`config.mk`:
```
export PLATFORM = sky130hd
export DESIGN_NAME = uart_param_loader
export DESIGN_NICKNAME = d
export VERILOG_FILES = /design/src/rtl/tiniest_gpu_pkg.sv /design/src/rtl/uart_rx_byte.sv /design/src/rtl/uart_param_loader.sv
export SDC_FILE = /design/constraint.sdc
export NUM_CORES = 1
export LEC_CHECK = 0
export CAP_MARGIN = 25
export CELL_PAD_IN_SITES_DETAIL_PLACEMENT = 0
export CELL_PAD_IN_SITES_GLOBAL_PLACEMENT = 1
export CORE_ASPECT_RATIO = 0.6
export CORE_UTILIZATION = 43
export DETAILED_ROUTE_END_ITERATION = 7
export PLACE_DENSITY = 0.83
export SLEW_MARGIN = 20
export SYNTH_ARGS = -nofsm -noshare
export SYNTH_HDL_FRONTEND = slang
export SYNTH_SLANG_ARGS = --single-unit
```
`constraint.sdc`:
```
create_clock -name clk -period 2.4 [get_ports clk]
set_input_delay 0.36 -clock clk [delete_from_list [all_inputs] [get_ports clk]]
set_output_delay 0.36 -clock clk [all_outputs]
set_load 0.05 [all_outputs]
```
`src/rtl/tiniest_gpu_pkg.sv`:
```
// Shared types and constants for the GPU front end.
// Holds state encodings, packet framing values and the register index map.
package tiniest_gpu_pkg;

    typedef enum logic [1:0] {
        R_IDLE,
        R_START,
        R_DATA,
        R_STOP
    } rx_state_t;

    typedef enum logic [1:0] {
        P_SYNC,
        P_LOAD,
        P_CHK
    } pkt_state_t;

    localparam int          BAUD_DIV_DEF  = 347;
    localparam int          NUM_BYTES_DEF = 60;
    localparam int          TIMEOUT_DEF   = 40000;
    localparam logic [7:0]  SYNC_BYTE_DEF = 8'hA5;

    localparam logic [6:0]  IDX_X_V0_LO     = 7'd0;
    localparam logic [6:0]  IDX_X_V0_HI     = 7'd1;
    localparam logic [6:0]  IDX_Y_V0_LO     = 7'd2;
    localparam logic [6:0]  IDX_Y_V0_HI     = 7'd3;
    localparam logic [6:0]  IDX_RENDER_MODE = 7'd59;

endpackage

```
`src/rtl/uart_rx_byte.sv`:
```
// 8N1 UART byte receiver: 2-flop synchroniser, baud counter, bit FSM.
// byte_valid/frame_err are 1-clk strobes coincident with the stop-bit sample.
module uart_rx_byte
    import tiniest_gpu_pkg::*;
#(
    parameter int BAUD_DIV = BAUD_DIV_DEF
) (
    input  logic       clk,
    input  logic       rst_n,
    input  logic       rx,
    output logic [7:0] data,
    output logic       byte_valid,
    output logic       frame_err
);

    localparam int CW = $clog2(BAUD_DIV);
    localparam logic [CW-1:0] LAST = CW'(BAUD_DIV - 1);
    localparam logic [CW-1:0] MID  = CW'(BAUD_DIV / 2 - 1);

    rx_state_t     state, state_n;
    logic          rx_meta, rx_s, rx_q;
    logic [CW-1:0] cnt;
    logic [2:0]    bit_cnt;
    logic [7:0]    shreg;
    logic          tick;

    assign tick = (state == R_START) ? (cnt == MID) : (cnt == LAST);
    assign data = shreg;

    always_ff @(posedge clk or negedge rst_n) begin
        if (!rst_n) begin
            rx_meta <= 1'b1;
            rx_s    <= 1'b1;
            rx_q    <= 1'b1;
            state   <= R_IDLE;
            cnt     <= '0;
            bit_cnt <= '0;
            shreg   <= '0;
        end else begin
            rx_meta <= rx;
            rx_s    <= rx_meta;
            rx_q    <= rx_s;
            state   <= state_n;
            if (state == R_IDLE || tick) begin
                cnt <= '0;
            end else begin
                cnt <= cnt + CW'(1);
            end
            if (state == R_IDLE) begin
                bit_cnt <= '0;
            end else if (state == R_DATA && tick) begin
                shreg   <= {rx_s, shreg[7:1]};
                bit_cnt <= bit_cnt + 3'd1;
            end
        end
    end

    always_comb begin
        state_n    = state;
        byte_valid = 1'b0;
        frame_err  = 1'b0;
        unique case (state)
            R_IDLE: begin
                if (rx_q && !rx_s) state_n = R_START;
            end
            R_START: begin
                if (tick) state_n = rx_s ? R_IDLE : R_DATA;
            end
            R_DATA: begin
                if (tick && bit_cnt == 3'd7) state_n = R_STOP;
            end
            R_STOP: begin
                if (tick) begin
                    state_n    = R_IDLE;
                    byte_valid = rx_s;
                    frame_err  = !rx_s;
                end
            end
        endcase
    end

endmodule

```
`src/rtl/uart_param_loader.sv`:
```
// Scene-packet loader: sync byte, NUM_BYTES payload writes, checksum byte.
// Emits indexed register writes and a pc_ready pulse on a valid packet.
module uart_param_loader
    import tiniest_gpu_pkg::*;
#(
    parameter int         BAUD_DIV  = BAUD_DIV_DEF,
    parameter int         NUM_BYTES = NUM_BYTES_DEF,
    parameter logic [7:0] SYNC_BYTE = SYNC_BYTE_DEF,
    parameter int         TIMEOUT   = TIMEOUT_DEF
) (
    input  logic       clk,
    input  logic       rst_n,
    input  logic       rx,
    output logic [7:0] read_data,
    output logic [6:0] idx,
    output logic       update_reg,
    output logic       pc_ready,
    output logic       pkt_err,
    output logic       busy
);

    localparam int TW = $clog2(TIMEOUT + 1);
    localparam logic [TW-1:0] TO_LAST = TW'(TIMEOUT - 1);
    localparam logic [6:0]    CNT_END = 7'(NUM_BYTES - 1);

    pkt_state_t    pstate, pstate_n;
    logic [6:0]    cnt, cnt_n, idx_n;
    logic [7:0]    sum, sum_n, data_n, sum_nx;
    logic [TW-1:0] tcnt, tcnt_n;
    logic          wr_n, pc_n, err_n;
    logic [7:0]    rx_data;
    logic          byte_valid, frame_err;

    uart_rx_byte #(.BAUD_DIV(BAUD_DIV)) u_rx (
        .clk        (clk),
        .rst_n      (rst_n),
        .rx         (rx),
        .data       (rx_data),
        .byte_valid (byte_valid),
        .frame_err  (frame_err)
    );

    assign sum_nx = sum + rx_data;
    assign busy   = (pstate != P_SYNC);

    always_ff @(posedge clk or negedge rst_n) begin
        if (!rst_n) begin
            pstate     <= P_SYNC;
            cnt        <= '0;
            sum        <= '0;
            tcnt       <= '0;
            read_data  <= '0;
            idx        <= '0;
            update_reg <= 1'b0;
            pc_ready   <= 1'b0;
            pkt_err    <= 1'b0;
        end else begin
            pstate     <= pstate_n;
            cnt        <= cnt_n;
            sum        <= sum_n;
            tcnt       <= tcnt_n;
            read_data  <= data_n;
            idx        <= idx_n;
            update_reg <= wr_n;
            pc_ready   <= pc_n;
            pkt_err    <= err_n;
        end
    end

    always_comb begin
        pstate_n = pstate;
        cnt_n    = cnt;
        sum_n    = sum;
        tcnt_n   = tcnt;
        data_n   = read_data;
        idx_n    = idx;
        wr_n     = 1'b0;
        pc_n     = 1'b0;
        err_n    = 1'b0;
        case (pstate)
            P_SYNC: begin
                if (byte_valid && rx_data == SYNC_BYTE) begin
                    pstate_n = P_LOAD;
                    cnt_n    = '0;
                    sum_n    = '0;
                    tcnt_n   = '0;
                end
            end
            default: begin
                if (frame_err || (!byte_valid && tcnt >= TO_LAST)) begin
                    err_n    = 1'b1;
                    pstate_n = P_SYNC;
                end else if (byte_valid) begin
                    tcnt_n = '0;
                    if (pstate == P_LOAD) begin
                        wr_n   = 1'b1;
                        data_n = rx_data;
                        idx_n  = cnt;
                        sum_n  = sum_nx;
                        cnt_n  = cnt + 7'd1;
                        if (cnt == CNT_END) pstate_n = P_CHK;
                    end else begin
                        pc_n     = (sum_nx == 8'd0);
                        err_n    = (sum_nx != 8'd0);
                        pstate_n = P_SYNC;
                    end
                end else begin
                    tcnt_n = tcnt + TW'(1);
                end
            end
        endcase
    end

endmodule

```
# Yosys cells after proc, flatten, opt, wreduce, memory -nomap -nowiden
# Index checks and enable logic that the tools add are counted.
# Widths: inputs -> output; s select.
word_totals:
  reg_bits: 76
  in_bits: 3
  elab_cells: 111
classes:
  addsub: 5
  magnitude_cmp: 1
  eq_ne: 16
  mux: 46
  bitwise_logic: 3
  n_reduce_logical: 24
ops:
  columns: ["operator", "count"]
  rows:
  - ["$mux 16", 4]
  - ["$mux 8", 5]
  - ["$mux 7", 5]
  - ["$mux 2", 11]
  - ["$mux 1", 17]
  - ["$add 16x1->16 const B", 1]
  - ["$ge 16x16->1 const B", 1]
  - ["$reduce_and 4->1", 3]
  - ["$add 9x1->9 const B", 1]
  - ["$eq 9x8->1 const B", 1]
  - ["$eq 9x9->1 const B", 1]
  - ["$mux 9", 1]
  - ["$add 8x8->8", 1]
  - ["$eq 8x8->1 const B", 1]
  - ["$logic_not 8->1", 1]
  - ["$pmux 2 s4", 1]
  - ["$reduce_bool 2->1", 4]
  - ["$reduce_bool 8->1", 1]
  - ["$add 7x1->7 const B", 1]
  - ["$eq 7x6->1 const B", 1]
  - ["$mux 3", 2]
  - ["$ne 2x1->1 const B", 3]
  - ["$ne 2x2->1 const B", 3]
  - ["$logic_and 1x1->1", 5]
  - ["other kinds (12)", 20]

# Logic depth before layout (Yosys ltp)
# Gate-level depths: netlist of the first run.
logic_depth:
  depth_word: 9
  mapped_depth: 8
  mapped_depth_nobuf: 8

# By module
# From an unflattened synthesis of the first run, not the netlist that was laid out.
unflattened:
  hier_cells: 353
  hier_area_um2: 4022.6
by_module_without_submodules:
  columns: ["module", "instances", "cells_each", "area_each_um2"]
  rows:
  - ["uart_param_loader", 1, 254, 2837.7]
  - ["uart_rx_byte", 1, 99, 1184.9]

# Worst setup path after synthesis of the first run
# OpenSTA, ideal clock, no wires.
synth_timing:
  path_kind: "register to register"
  startpoint: "reg u_rx.cnt[1]"
  endpoint: "reg idx[0]"
  setup_time_ns: 0.125
  t_arrival_ns: 2.275
  required_time_ns: 2.275
  setup_slack_ns: 0.000
  stages_incl_launch_ff: 9
  period_less_slack_ns: 2.400
  path_cell_list: "dfrtp_1 nand4bb_1 or4b_4 a211o_1 nor2_1 nand2_1 inv_2 buf_4 mux2_2"
synth_via:
  elab_chain_cells: 9
  word_cells_on_any_way: 12
  cone_classes: "2 x eq/ne; 5 x mux; 1 x bitwise; 4 x reduce/logical"
synth_rtl:
  columns: ["element", "line_no", "source"]
  rows:
  - ["start, declared", "uart_rx_byte.sv:22", "logic [CW-1:0] cnt;"]
  - ["start signal, assigned", "uart_rx_byte.sv:47", "cnt <= cnt + CW'(1);"]
  - ["$eq 9x9->1 / $eq 9x8->1 (equally long branches)", "uart_rx_byte.sv:27", "assign tick = (state == R_START) ? (cnt == MID) : (cnt == LAST);"]
  - ["$mux 1 *", "uart_rx_byte.sv:27", null]
  - ["$mux 1", "uart_rx_byte.sv:73", "if (tick) begin"]
  - ["$mux 1", "uart_rx_byte.sv:62", "unique case (state)"]
  - ["$logic_not 1->1", "uart_param_loader.sv:90", "if (frame_err || (!byte_valid && tcnt >= TO_LAST)) begin"]
  - ["$logic_and 1x1->1", "uart_param_loader.sv:90", null]
  - ["$logic_or 1x1->1", "uart_param_loader.sv:90", null]
  - ["$not 1->1 (no line)", null, null]
  - ["$reduce_and 4->1 (no line) *", null, null]
  - ["end signal, assigned", "uart_param_loader.sv:63", "idx <= idx_n;"]
  - ["end, declared", "uart_param_loader.sv:15", "output logic [6:0] idx,"]
# Every way passes the cells marked *; elsewhere a longest branch is shown, timed or not.
# A chain may end at the register's enable or synchronous reset.

# Worst setup path in the final report of the first run
layout_timing:
  startpoint: "reg u_rx.cnt[4]"
  endpoint: "reg cnt[2]"
layout_via:
  elab_chain_cells: 9
  word_cells_on_any_way: 15
  cone_classes: "4 x eq/ne; 5 x mux; 6 x reduce/logical"
layout_rtl:
  columns: ["element", "line_no", "source"]
  rows:
  - ["$eq 9x9->1 / $eq 9x8->1 (equally long branches)", "uart_rx_byte.sv:27", null]
  - ["$mux 1 *", "uart_rx_byte.sv:27", null]
  - ["$mux 1", "uart_rx_byte.sv:73", null]
  - ["$mux 1", "uart_rx_byte.sv:62", null]
  - ["$logic_not 1->1", "uart_param_loader.sv:90", null]
  - ["$logic_and 1x1->1", "uart_param_loader.sv:90", null]
  - ["$logic_or 1x1->1", "uart_param_loader.sv:90", null]
  - ["$ne 2x1->1 (no line)", null, null]
  - ["$reduce_and 4->1 (no line) *", null, null]
  - ["end signal, assigned", "uart_param_loader.sv:59", "cnt <= cnt_n;"]
  - ["end, declared", "uart_param_loader.sv:27", "logic [6:0] cnt, cnt_n, idx_n;"]
# Marks and branches as above.

==> results of run 1 <==
-- placed cells by master (no fill, tap or decap), drive strengths merged, types with 3 or more instances in the layout --
| cell | n |
|---|---|
| mux2 | 26 |
| xor2 | 8 |
| clkdlybuf4s50 | 19 |
| and2 | 4 |
| inv | 9 |
| a211oi | 4 |
| nand3 | 9 |
| nor4bb | 3 |
| dfrtp | 73 |
| a21o | 4 |
| or3 | 3 |
| o21ai | 29 |
| buf | 30 |
| nor2 | 18 |
| nand4 | 9 |
| a22o | 15 |
| a21oi | 11 |
| dfstp | 3 |
| ha | 12 |
| clkbuf | 12 |
| nand2 | 25 |
| nor3 | 7 |
| xnor2 | 7 |
| mux2i | 3 |
| nand2b | 6 |
| o21bai | 3 |
| and3 | 13 |
-- worst max-delay path, stage by stage, from the launching register on --
cell and delay [ps]:
dfrtp_1 380, nand4bb_4 230, or4b_4 530, a211o_1 330
or3_4 400, buf_6 160, a22o_1 230
-- area by class of cell --
class	count	area (um2)
fillers	742	3730
multi-input cells	249	1910
flip-flops and latches	76	1910
repair buffers	50	477
clock buffers	11	243
well taps	112	140
clock inverters	4	73.8
inverters	9	36.3
-- through the flow --
| stage | setup TNS, ps | std cells | cell area, um2 |
|---|---|---|---|
| 2_1_floorplan | 0 | 344 | 3770 |
| 3_3_place_gp | 0 | 494 | 4290 |
| 3_5_place_dp | 0 | 494 | 4290 |
| 4_1_cts | 0 | 509 | 4610 |
| 5_1_grt | -893 | 511 | 4790 |
| 6_report | 0 | 511 | 4790 |
-- cells by family after synthesis --
family	count (synthesis)	share of synthesized area (%)
muxes	29	8.55
DFF	76	50.5
AOI/OAI and AO/OA	80	14.2
and+or+nand+nor	112	16.4
xor gates and xnor gates	15	3.48
adders and majority gates	13	4.51
buffers and inverters	19	2.39
-- metal layers --
layer / track usage (%) / vias up / part of all wire (%)
li1: - / 1377 / -
met1: 29.2 / 1404 / 52
met2: 28.3 / 54 / 43
met3: 7.75 / 7 / 4.7
met4: 4.61 / 0 / 0.60
met5: 0 / - / 0
-- repair_timing --
action | CTS | global route
gates cloned | 0 | 1
pin swaps | 0 | 3
hold buffers | 0 | 0
resized for setup | 1 | 37
endpoints found under the setup margin | 1 | 49
buffers inserted | 0 | 1
-- worst max path at each step --
stage	from	endpoint	slack [ps]	cells past startpoint
finish	u_rx.cnt[4]	cnt[2]	30	6
global route	u_rx.cnt[4]	read_data[0]	-60	8
CTS	u_rx.cnt[4]	cnt[2]	4	7
detailed placement	u_rx.cnt[4]	read_data[0]	30	8
global placement	u_rx.cnt[4]	idx[3]	70	8
floorplan	u_rx.cnt[1]	idx[0]	40	8
-- power breakdown --
part           internal (uW)  leakage [uW]  switching [uW]  total, uW
combinational            138       0.00102             153        291
clock                    933      0.000156             511       1440
sequential              1350       0.00103            72.3       1420
==> flow_summary_export.csv, run 1 <==
group,metric,value,unit
outcome,status,"finished, final reports clean",
synth,yosys-top-cells-area,"dfrtp_1, mux2_2, ha_1",
clock_network,cts_num_sinks,76,
timing,fmax,421,MHz
min_path,hold_path.class,"primary input to asynchronous set/reset pin",
power_and_ir_drop,max-vdd-ir-drop,461,uV
timing,rsz0062_at_grt,"true",
worst_setup_path,crit_arrival,2600,ps
clock_network,worst_skew_pair.late_latency,340,ps
layout,largest_register,"tcnt",
synth,ys_warn_count,0,
timing,setup_viol,0,
run,maxCapViolCount,0,
detailed_routing,via_per_inst,5.56,
worst_setup_path,cp.required,2620,ps
placed_design,routabilityCongestion,0.799,
layout,largest_register_ffs,16,
floorplan,initial_utilization,44.3,%
synth,synth-seq-cells,76,
floorplan,dieHeight,74.6,um
global_route,grtUsageTotal,20.1,%
timing,holdWs,26.2,ps
clock_network,cts.clk_slew.worst_paths,60,ps
synth,synth-seq-area-share,50.5,%
clock_network,cts_made_buffers,9,
timing,setup_ws,26.9,ps
floorplan,num_rows,26,
detailed_routing,drc_errors,0,
global_route,grt_pass1_wl,13700,um
global_route,antenna_found_initial,0,
timing,hold_viol,0,
global_route,grt_pass1_vias,2785,
timing,slew_viol_final,0,
layout,area_growth,26.9,%
synth,yosysMostFrequentCell,"dfrtp_1",
worst_setup_path,worst-setup-path-type,"flop to flop",
worst_setup_path,crit_path_start_kind,"flop",
layout,insertedDiodeCount,0,
layout,nets,411,
worst_setup_path,reg2reg_to,"cnt[2]",
floorplan,core_area,8520,um2
global_route,grt_start_max_net_pins,77,
clock_network,htreeDepth,3,
timing,slew_headroom,54.2,%
global_route,gr-total-overflow,0,
detailed_routing,firstDrtPassIters,4,
clock_network,cts-root-buf,"clkbuf_16",
synth,syn_inst,344,
timing,period_needed,2370,ps
clock_network,cts_tree,"done",
power_and_ir_drop,power.density,659,nW/um2
worst_setup_path,ff2ff_setup_slack,30,ps
layout,final_layout_size_suffix_gt1_share,24.1,%
timing,worst_pin_slew,682,ps
synth,synth_top_area_cell,"dfrtp_1",
synth,yosysTopAreaCellShare,48.4,%
synth,ys_types,56,
layout,top_regs,"tcnt (16), u_rx.cnt (9)",
synth,syn_area,3770,um2
layout,postLayoutCoreUtil,56.2,%
worst_setup_path,endpoint_kind,"flop",
synth,synth_common_cells,"dfrtp_1, nand2_1, mux2_2",
synth,avgSynthCellArea,11.0,um2
timing,fin_skew,6.91,ps
worst_setup_path,worstReg2RegStart,"u_rx.cnt[4]",
worst_setup_path,cp_max_fo,9,
synth,synth_nets,360,
detailed_routing,num_vias,2842,
power_and_ir_drop,p_total,3160,uW
power_and_ir_drop,leakagePower,0.00221,uW
detailed_routing,routedWlPerCell,16.4,um
detailed_routing,drt-total-wl,8390,um
placed_design,dp_hpwl,5440,um
floorplan,fp.dieW,123,um
detailed_routing,detail-route-antenna-nets,0,
placed_design,numPortBuffers,21,
detailed_routing,drtIter0Drc,219,
synth,synthFlopType,"dfrtp_1",
floorplan,io_pins,22,
synth,async_flop_share,100,%
placed_design,place_ws,27.4,ps
worst_setup_path,r2r_cells,6,
clock_network,ctsLongestPathBuffers,2,
timing,finalCritPeriodShare,98.9,%
floorplan,dieArea,9170,um2
synth,synth_edf_count,0,
Note: power is estimated with default switching activity, not from simulation.
==> run 2: changes to the inputs <==
CAP_MARGIN = unset   (was 25)
==> results of run 2 <==
No change in the layout: final DEF, timing and power equal those of run 1.
==> run 3: changes to the inputs <==
HOLD_SLACK_MARGIN = 0.08   (was unset)
==> run 3 against run 2 <==
Against the previous run: critical path depth is the same; die area is the same; register-to-register slack about the same; sequential cell count unchanged; total power is essentially flat; count of clock-buffer cells in the layout unchanged; sequential power barely moved; fmax barely moved; design area rose by 0.21%.
==> flow_summary_export.csv, run 3 (synthesis gave the netlist of run 1 again) <==
group,metric,value,unit
outcome,status,"finished, final reports clean",
timing,setup_ws,27.3,ps
detailed_routing,detail-route-antenna-nets,0,
timing,slew_viol_final,0,
timing,fin_tns_setup,0,ps
floorplan,core_area,8520,um2
global_route,grtUsageTotal,20.1,%
placed_design,dp_hpwl,5440,um
global_route,grt_pass1_wl,13700,um
timing,setup_viol,0,
detailed_routing,routedWlPerCell,16.4,um
clock_network,cts-root-buf,"clkbuf_16",
placed_design,place_ws,27.4,ps
layout,insertedDiodeCount,0,
worst_setup_path,crit_arrival,2600,ps
clock_network,cts_num_sinks,76,
detailed_routing,firstDrtPassIters,4,
worst_setup_path,crit_path_start_kind,"flop",
run,maxCapViolCount,0,
floorplan,dieArea,9170,um2
clock_network,cts_made_buffers,9,
worst_setup_path,cp_max_fo,9,
floorplan,num_rows,26,
floorplan,dieHeight,74.6,um
clock_network,cts_tree,"done",
timing,fmax,421,MHz
global_route,grt_pass1_vias,2785,
timing,slew_headroom,54.3,%
layout,area_growth,27.2,%
detailed_routing,drc_errors,0,
timing,fin_skew,6.61,ps
timing,worst_pin_slew,682,ps
placed_design,routabilityCongestion,0.799,
layout,final_cell_mix,"dfrtp_1, buf_4, nand2_1",
detailed_routing,drtIter0Drc,212,
power_and_ir_drop,max-vdd-ir-drop,461,uV
clock_network,ctsLongestPathBuffers,2,
clock_network,htreeDepth,3,
layout,final_common_cell,"dfrtp_1",
worst_setup_path,worst-setup-path-type,"flop to flop",
global_route,antenna_found_initial,0,
layout,nets,412,
detailed_routing,drt-total-wl,8400,um
layout,largest_register,"tcnt",
layout,largest_register_ffs,16,
clock_network,cts.clk_slew.worst_paths,60,ps
power_and_ir_drop,p_total,3160,uW
min_path,hold_path.class,"flop to flop",
timing,rsz0062_at_grt,"true",
floorplan,fp.dieW,123,um
global_route,gr-total-overflow,0,
timing,holdWs,362,ps
detailed_routing,via_per_inst,5.54,
layout,top_regs,"tcnt (16), u_rx.cnt (9)",
placed_design,numPortBuffers,21,
floorplan,initial_utilization,44.3,%
worst_setup_path,endpoint_kind,"flop",
timing,finalCritPeriodShare,98.9,%
power_and_ir_drop,leakagePower,0.00222,uW
power_and_ir_drop,power.density,657,nW/um2
global_route,grt_start_max_net_pins,77,
clock_network,worst_skew_pair.late_latency,340,ps
detailed_routing,num_vias,2839,
floorplan,io_pins,22,
worst_setup_path,cp.required,2620,ps
layout,final_layout_size_suffix_gt1_share,24.0,%
timing,hold_viol,0,
timing,period_needed,2370,ps
-- run 3: cell types whose count changed in the layout (fill, tap and decap cells not counted), sizes merged --
| cell | delta |
|---|---|
| dlygate4sd3 | +1 |
-- run 3: metrics by stage --
stage               cells  util (%)  area, um2
finish                512      56.3       4800
global placement      494      50.4       4290
detailed placement    494      50.4       4290
global route          512      56.3       4800
CTS                   510      54.3       4620
floorplan             344         -       3770
-- run 3: power breakdown --
group	internal, uW	switching (uW)	total (uW)	leakage (uW)
combinational	139	153	293	0.00103
sequential	1350	72.3	1420	0.00103
clock	933	510	1440	0.000156
-- run 3: worst paths after layout --
kind	from	to	slack (ps)	depth (start not counted)
max	u_rx.cnt[4]	cnt[2]	30	6
min	u_rx.rx_meta	u_rx.rx_s	360	0
max reg2reg	u_rx.cnt[4]	cnt[2]	30	6
min reg2reg	u_rx.rx_meta	u_rx.rx_s	360	0
max in group asynchronous	rst_n	u_rx.rx_meta	1470	3
min in group asynchronous	rst_n	u_rx.cnt[8]	580	3
-- run 3: what timing repair did --
action                                  CTS  global route
pin swaps                                 0             3
buffers inserted                          0             1
gates resized for setup                   1            37
cloned                                    0             1
endpoints found under the setup margin    1            49
hold endpoints to repair                 73             0
hold buffers                              1             0
-- run 3: cell type report --
cell class                 instances  area [um2]
multi-input combinational        249        1910
timing repair buffer              51         487
fill                             741        3720
inverter                           9        36.3
clock inverter                     4        73.8
clock buffer                      11         243
tap                              112         140
sequential                        76        1910
-- run 3: worst max-delay path, cell delays in order (launching register included) --
cell	delay (ps)
dfrtp_1	380
nand4bb_4	230
or4b_4	530
a211o_1	330
or3_4	400
buf_6	160
a22o_1	230
-- run 3: layer usage --
layer  vias to the layer above  wire (um)  GRT usage (%)
met5                         -          0              0
met4                         0         50           4.61
met3                         7        413           7.75
li1                       1379          -              -
met2                        58       3630           28.3
met1                      1395       4310           29.2
